===== src/rtl/lm32_include.sv =====
// Shared LatticeMico32 constants: datapath width and load/store size encodings.
package lm32_include;

    localparam int LM32_WORD_WIDTH = 32;
    // MSB index of a datapath word; declare words as [LM32_WORD_RNG:0].
    localparam int LM32_WORD_RNG   = LM32_WORD_WIDTH - 1;

    localparam logic [1:0] LM32_SIZE_BYTE  = 2'b00;
    localparam logic [1:0] LM32_SIZE_HWORD = 2'b01;
    localparam logic [1:0] LM32_SIZE_WORD  = 2'b10;

endpackage


===== src/rtl/lm32_load_align.sv =====
// Big-endian load alignment with sign/zero extension; purely combinational.
module lm32_load_align
    import lm32_include::*;
(
    input  logic [LM32_WORD_RNG:0] data,
    input  logic [1:0]             size,
    input  logic [1:0]             addr,
    input  logic                   sign_extend,
    output logic [LM32_WORD_RNG:0] result
);

    logic [7:0]  byte_sel;
    logic [15:0] half_sel;

    always_comb begin
        // NOTE: every always_comb output gets a default first so no path can infer a latch.
        byte_sel = data[31:24];
        half_sel = data[31:16];
        result   = data;

        case (addr)
            2'd0:    byte_sel = data[31:24];
            2'd1:    byte_sel = data[23:16];
            2'd2:    byte_sel = data[15:8];
            default: byte_sel = data[7:0];
        endcase

        half_sel = addr[1] ? data[15:0] : data[31:16];

        case (size)
            LM32_SIZE_BYTE:  result = {{24{sign_extend & byte_sel[7]}}, byte_sel};
            LM32_SIZE_HWORD: result = {{16{sign_extend & half_sel[15]}}, half_sel};
            default:         result = data;
        endcase
    end

endmodule


===== src/rtl/lm32_m_result.sv =====
// M-stage result select, load-data acknowledge handshake and M->W pipeline register.
module lm32_m_result
    import lm32_include::*;
#(
    parameter int WORD_WIDTH = LM32_WORD_WIDTH
) (
    input  logic                  clk_i,
    input  logic                  rst_i,
    input  logic                  stall_m,
    input  logic                  kill_m,
    input  logic                  valid_m,
    input  logic                  shift_op_m,
    input  logic [WORD_WIDTH-1:0] shifter_result_m,
    input  logic [WORD_WIDTH-1:0] operand_m,
    input  logic                  load_m,
    input  logic [1:0]            size_m,
    input  logic                  sign_extend_m,
    input  logic [1:0]            addr_m,
    input  logic                  d_ack_i,
    input  logic [WORD_WIDTH-1:0] d_dat_i,
    input  logic                  write_enable_m,
    input  logic [4:0]            write_idx_m,
    output logic                  load_pending_m,
    output logic [WORD_WIDTH-1:0] result_w,
    output logic                  write_enable_w,
    output logic [4:0]            write_idx_w,
    output logic                  valid_w
);

    logic [WORD_WIDTH-1:0] load_buf;
    logic                  load_done;
    logic                  discard_ack;

    logic                  outstanding;
    logic                  ack_accepted;
    logic [WORD_WIDTH-1:0] load_raw;
    logic [WORD_WIDTH-1:0] load_data;
    logic [WORD_WIDTH-1:0] result_m;

    assign outstanding    = valid_m & load_m & ~load_done;
    assign ack_accepted   = d_ack_i & ~discard_ack & outstanding;
    assign load_pending_m = outstanding & (~d_ack_i | discard_ack);
    assign load_raw       = d_ack_i ? d_dat_i : load_buf;

    lm32_load_align u_load_align (
        .data        (load_raw),
        .size        (size_m),
        .addr        (addr_m),
        .sign_extend (sign_extend_m),
        .result      (load_data)
    );

    always_comb begin
        result_m = operand_m;
        if (load_m)
            result_m = load_data;
        else if (shift_op_m)
            result_m = shifter_result_m;
    end

    // A killed load's bus cycle still completes, so its ack must be swallowed later.
    always_ff @(posedge clk_i) begin
        // NOTE: sequential state uses non-blocking assignments so every register samples pre-edge values.
        if (!rst_i) begin
            load_buf    <= '0;
            load_done   <= 1'b0;
            discard_ack <= 1'b0;
        end else begin
            if (ack_accepted && stall_m)
                load_buf <= d_dat_i;

            if (kill_m || !stall_m)
                load_done <= 1'b0;
            else if (ack_accepted)
                load_done <= 1'b1;

            if (kill_m && outstanding && !ack_accepted)
                discard_ack <= 1'b1;
            else if (d_ack_i && discard_ack)
                discard_ack <= 1'b0;
        end
    end

    // Bubbles leave result_w and write_idx_w untouched; only the strobes drop.
    always_ff @(posedge clk_i) begin
        if (!rst_i) begin
            result_w       <= '0;
            write_idx_w    <= '0;
            write_enable_w <= 1'b0;
            valid_w        <= 1'b0;
        end else if (stall_m || kill_m || !valid_m) begin
            write_enable_w <= 1'b0;
            valid_w        <= 1'b0;
        end else begin
            result_w       <= result_m;
            write_idx_w    <= write_idx_m;
            write_enable_w <= write_enable_m;
            valid_w        <= 1'b1;
        end
    end

endmodule


===== config.mk =====
export PLATFORM = sky130hd
export DESIGN_NAME = lm32_m_result
export DESIGN_NICKNAME = d
export VERILOG_FILES = /design/src/rtl/lm32_include.sv /design/src/rtl/lm32_load_align.sv /design/src/rtl/lm32_m_result.sv
export SDC_FILE = /design/constraint.sdc
export NUM_CORES = 1
export LEC_CHECK = 0
export CAP_MARGIN = 20
export CORE_MARGIN = 1.5
export CORE_UTILIZATION = 35
export CTS_CLUSTER_DIAMETER = 150
export DETAILED_ROUTE_END_ITERATION = 10
export PLACE_DENSITY = 0.76
export SYNTH_ARGS = -nofsm -noshare
export SYNTH_HDL_FRONTEND = slang
export SYNTH_SLANG_ARGS = --single-unit

===== constraint.sdc =====
create_clock -name clk_i -period 4.1 [get_ports clk_i]
set_input_delay 0.41 -clock clk_i [delete_from_list [all_inputs] [get_ports clk_i]]
set_output_delay 0.41 -clock clk_i [all_outputs]
set_load 0.005 [all_outputs]

==> results of run 1 <==
==> layer usage <==
layer	share of wire	wire (um)
met4	0.022	298
met1	0.42	5740
met3	0.066	888
met2	0.49	6580
met5	0	0
==> layout by cell type, fill, tap and decap left out, types with 11 or more instances in the layout <==
cell type        instances
a21oi_1                 64
a221o_1                 17
clkdlybuf4s50_1        152
dfxtp_1                 73
inv_1                   11
mux2_2                  34
mux2i_1                 24
nand2_1                 94
nand3_1                 16
o21ai_0                 25
==> final cells by class <==
| type | count | area (sq um) | area share |
|---|---|---|---|
| clock inverters | 3 | 40.0 | 0.00656 |
| flip-flops and latches | 73 | 1460 | 0.239 |
| inverters | 12 | 45.0 | 0.00738 |
| repair buffers | 160 | 1580 | 0.258 |
| multi-input cells | 371 | 2550 | 0.417 |
| well taps | 147 | 184 | 0.0301 |
| clock buffers | 13 | 250 | 0.0410 |
==> worst max-delay path, delay by kind of cell <==
family / cells / cell delay [ns]
buffers and inverters: 2 / 1.35
AND/OR/NAND/NOR: 2 / 0.46
==> how the worst max path moves through the flow <==
stage / startpoint / end / slack, ns / cells past startpoint
floorplan: d_ack_i / result_w[16] / 2.26 / 6
global placement: load_m / result_w[4] / 1.39 / 5
detailed placement: size_m[1] / result_w[12] / 1.20 / 5
CTS: load_m / load_pending_m / 1.46 / 4
global route: size_m[1] / result_w[12] / 1.31 / 5
finish: load_m / load_pending_m / 1.47 / 4
==> state kept, by name (all words and copies together), names as in the netlist <==
name / cells
write_idx_w: 5
load_buf: 32
discard_ack: 1
write_enable_w: 1
load_done: 1
valid_w: 1
result_w: 32
==> power groups by stage <==
stage	Clock (W)	Sequential (W)	Combinational (W)
4_1_cts	0.000792	0.000746	0.000379
2_1_floorplan	0	0.000760	0.000187
6_report	0.000780	0.000746	0.000378
3_5_place_dp	0	0.000761	0.000376
5_1_grt	0.000820	0.000748	0.000409
3_3_place_gp	0	0.000760	0.000370
==> logic make-up (layout without fill, tap and decap cells) <==
family	after synthesis	count (layout)	share of synthesized area
buf+inv	63	188	0.0671
compound gates	172	172	0.267
fa+ha+maj	1	1	0.00233
mux	66	66	0.187
simple gates	132	132	0.136
flops	73	73	0.341
==> through the flow <==
step,area (sq um),power [W]
5_1_grt,6100,0.00198
3_3_place_gp,5810,0.00113
6_report,6100,0.00190
3_5_place_dp,5810,0.00114
2_1_floorplan,4290,0.000948
4_1_cts,6100,0.00192
==> run summary, run 1 <==
Maxcap violations: 0
Vias in the first global route: 4292
Starting Density: 0.359
Die area: 12900 sq um
Seq pwr share: 0.392
Most frequent CP cell: clkdlybuf4s50_1
CTS resizes: 0
GRT Total Usage: 0.208
Hold slack final: 0.449 ns
Post-synth top cells: 94 x nand2_1, 73 x dfxtp_1, 64 x a21oi_1
Nets: 742
Post-CTS Hold Buffers: 0
Clock share of power: 0.410
Die width: 114 um
Yosys cell types: 43
Synth area leader: dfxtp_1
Synth async-reset ratio: 0
Core Util, Final: 0.510
Seq cells post-synth: 73
Met1 Use GR: 0.260
Cell-internal power: 0.00143 W
Leak Pwr: 2.18 nW
Cell chain of the critical path: clkdlybuf4s50_1 -> and3b_1 -> nor2b_1 -> clkdlybuf4s50_1
IO Count: 155
Worst VDD drop: 0.215 mV
Syn Inst Count: 507
Pins Over Slew Limit: 0
Synth Area per Inst: 8.46 sq um
Final antenna-violating net count: 0
Final setup vio count: 0
Fin. Hold Viols: 0
Type of origin of the critical path: input pin
Routing usage on met2: 0.360
Vias: 4358
Root buf cell: clkbuf_16
RSZ-0062 raised after global routing: false
Setup TNS: 0 ns
DP HPWL: 10000 um
CP max stage delay: 0.83 ns
Setup crit end kind: output port
Cell with the most instances after synthesis: nand2_1
Min-Delay Path Class: register to register
Num rows: 40
Grt ovf: 0
Status: complete, no violations
Clock sinks: 73
Worst path slowest cell: clkdlybuf4s50_1
Hold_sp: result_w[31]
CP arrival: 2.22 ns
CTS buffer count: 9
Final Non-Filler Cells: 779
Initial DRC count: 245
Longest Clk Path Bufs: 2
Die Ht: 114 um
Relative slew slack: 0.319
WHS Endpoint: result_w[31]
Placed insts: 763
Met3 global-route usage: 0.0303
ANT cells: 0
Power Dens Cells: 312 nW/um^2
CTS tree: built
Dominant synthesized flop cell: dfxtp_1
Fraction of layout cells with a size suffix above 1: 0.112
Core region area: 12000 sq um
Skew final: 0.00629 ns
Psw: 0.000474 W
Post-synthesis sequential area ratio: 0.341
Clock transition at the registers of the reported paths: 0.05 ns
Mapped Area: 4290 sq um
WHS Path Cells: 2
Setup Slack @ Placement: 1.20 ns
GRT Max-Usage Layer: met2
Worst-Margin Slew: 1.02 ns
Worst-case reg-to-reg path depth: 4
Sw frac: 0.249
Post-CTS Setup Bufs: 0
Clk_lat worst skew: 0.33 ns
R2r endpoint: result_w[13]
DRC Markers: 0
Final period utilization: 0.642
Layout area overhead: 42.2%
Synth warn: 0
Vias per inst: 5.59
Combinational Power Share: 0.199
Initial DRT Pass Iterations: 5
Number of flops mapped to enable cells by yosys: 0
I/O Buffers: 154
Final RePlAce weighted congestion: 0.846
H-tree depth: 3
Reg2reg start: load_buf[7]
Fillers: 1143
DR WL/cell: 17.3 um
First-pass GRT wire length: 21400 um
Max Clk Rate: 0.380 GHz
Mapped Nets: 622
CP required: 3.69 ns
CP Class: input pin to output port
R2r setup slk: 2.37 ns
Synth area leaders: dfxtp_1 34%, mux2_2 8.9%, nand2_1 8.2%
WL final: 13500 um
Final Critical Period: 2.63 ns
Largest net degree at the start of global routing: 42
Top cell type's share of synthesized area: 0.341
Crit-path max FO: 20
Final worst slack: 1.47 ns
Initial antenna violation count: 0
Power figures use the tool's default switching activity.
==> inputs of run 2 (changes only) <==
Settings changed: PLACE_DENSITY 0.76 to 0.79.
Clock period 4.1 ns to 2.2 ns, I/O delays scaled along.
==> run 2 against run 1 <==
- non-clock buffer count increased by 11
- die area unchanged
- worst setup slack got worse by 1.2 ns
- flip-flop and latch count unchanged
==> run summary, run 2 (same netlist as run 1, synthesis figures left out) <==
DRC Markers: 0 (unchanged)
CP required: 1.98 ns (-1.71 ns)
Post-CTS Setup Bufs: 0 (unchanged)
Fillers: 1082 (-5.3%)
RSZ-0062 raised after global routing: false
Starting Density: 0.359 (unchanged)
Num rows: 40 (unchanged)
Fraction of layout cells with a size suffix above 1: 0.132 (+0.0199)
Die width: 114 um (unchanged)
Final Non-Filler Cells: 790 (+1.4%)
Min-Delay Path Class: register to register
Most frequent CP cell: clkdlybuf4s50_1
Largest net degree at the start of global routing: 47 (+12%)
CP arrival: 1.68 ns (-0.54 ns)
Vias: 4437 (+1.8%)
CTS buffer count: 9 (unchanged)
Clock transition at the registers of the reported paths: 0.06 ns (about the same)
Final RePlAce weighted congestion: 0.859 (+1.6%)
CP max stage delay: 0.53 ns (-0.30 ns)
Nets: 753 (+1.5%)
Skew final: 0.00401 ns (-0.00229 ns)
Die Ht: 114 um (unchanged)
DR WL/cell: 17.2 um (-0.55%)
Power Dens Cells: 550 nW/um^2 (+76%)
Final Critical Period: 1.90 ns
Vias in the first global route: 4278 (-0.33%)
Layout area overhead: 44.1%
Worst VDD drop: 0.304 mV (+41%)
Commonest non-fill, non-tap cell in the layout: clkdlybuf4s50_1
H-tree depth: 3 (unchanged)
WL final: 13600 um (+0.85%)
Final antenna-violating net count: 0 (unchanged)
Type of origin of the critical path: input pin
ANT cells: 0 (unchanged)
Post-CTS Hold Buffers: 0 (unchanged)
Max Clk Rate: 0.526 GHz
Fin. Hold Viols: 0 (unchanged)
Initial DRC count: 410 (+67%)
Final setup vio count: 0 (unchanged)
Cell chain of the critical path: clkdlybuf4s50_1 -> and3b_1 -> nor2b_1 -> clkdlybuf4s50_1
Vias per inst: 5.62 (+0.40%)
Die area: 12900 sq um (unchanged)
IO Count: 155 (unchanged)
Relative slew slack: 0.304 (-0.0156)
Grt ovf: 0 (unchanged)
Worst path slowest cell: clkdlybuf4s50_1
CTS resizes: 0 (unchanged)
Clk_lat worst skew: 0.33 ns (about the same)
Core region area: 12000 sq um (unchanged)
DP HPWL: 10200 um (+1.8%)
Maxcap violations: 0 (unchanged)
Crit-path max FO: 5 (-75%)
Status: complete, no violations
Most frequent cells in the layout: 152 x clkdlybuf4s50_1, 94 x nand2_1, 73 x dfxtp_1
Worst-Margin Slew: 1.04 ns (+0.0240 ns)
Setup crit end kind: output port
Fin area: 6180 sq um (+1.3%)
First-pass GRT wire length: 21300 um (-0.48%)
Initial antenna violation count: 0 (unchanged)
Placed insts: 774 (+1.4%)
Root buf cell: clkbuf_16
I/O Buffers: 154 (unchanged)
Post-DP Area: 5920 sq um (+1.9%)
Pins Over Slew Limit: 0 (unchanged)
Longest Clk Path Bufs: 2 (unchanged)
Largest regs: load_buf: 32 flops, result_w: 32 flops, write_idx_w: 5 flops
Leak Pwr: 2.23 nW (+2.4%)
R2r setup slk: 0.55 ns (-1.82 ns)
Clock sinks: 73 (unchanged)
CTS tree: built
GRT Total Usage: 0.208 (about the same)
Initial DRT Pass Iterations: 5 (unchanged)
Final period utilization: 0.864
Setup TNS: 0 ns (unchanged)
CP Class: input pin to output port
Hold slack final: 0.446 ns (-0.00380 ns)
## run 2: cell types whose count changed in the layout (fill, tap and decap cells not counted)
| cell | previous run | this run |
|---|---|---|
| bufinv_16 | 1 | 0 |
| buf_4 | 6 | 15 |
| clkbuf_1 | 3 | 0 |
| clkbuf_8 | 1 | 0 |
| clkinvlp_4 | 0 | 1 |
| clkinv_2 | 2 | 6 |
| buf_12 | 0 | 2 |
## run 2: cell type report
cell class / instances / area [sq um] / share of cell area
Clock buffer: 9 / 225 / 0.0364
Clock inverter: 7 / 37.5 / 0.00607
Inverter: 12 / 45.0 / 0.00728
Multi-Input combinational cell: 371 / 2550 / 0.412
Sequential cell: 73 / 1460 / 0.236
Tap cell: 147 / 184 / 0.0297
Timing Repair Buffer: 171 / 1680 / 0.272
## run 2: through the flow
step	power, W	utilization	setup WS, ns
3_3_place_gp	0.00211	0.495	0.207
2_1_floorplan	0.00177	-	0.546
3_5_place_dp	0.00213	0.495	0.158
6_report	0.00340	0.517	0.300
5_1_grt	0.00354	0.517	0.207
4_1_cts	0.00341	0.517	0.295
## run 2: where the power goes
| group | total (W) | internal [W] | leakage [nW] | switching [W] |
|---|---|---|---|---|
| Clock | 0.00129 | 0.000749 | 0.135 | 0.000539 |
| Sequential | 0.00139 | 0.00137 | 0.593 | 0.0000250 |
| Combinational | 0.000722 | 0.000408 | 1.51 | 0.000314 |
## run 2: worst paths after layout
path	start	to	cells after the start
setup / recovery	load_m	load_pending_m	4
hold / removal	result_w[20]	result_w[20]	2
hold reg to reg	result_w[20]	result_w[20]	2
setup reg to reg	load_buf[15]	result_w[27]	4
## run 2: critical path, delay by kind of cell
| family | cells | cell delay (ns) |
|---|---|---|
| buf+inv | 2 | 1.06 |
| simple gates | 2 | 0.41 |
## run 2: metal layers
| metal | GRT usage | part of all wire | routed length, um |
|---|---|---|---|
| met1 | 0.244 | 0.40 | 5420 |
| met2 | 0.364 | 0.50 | 6780 |
| met3 | 0.0521 | 0.075 | 1020 |
| met4 | 0.0817 | 0.030 | 403 |
| met5 | 0 | 0 | 0 |
==> inputs of run 3 (changes only) <==
Settings changed: CAP_MARGIN 20 to default.
==> results of run 3 <==
Same layout as run 2: the final DEF is identical, and so are final timing and power.
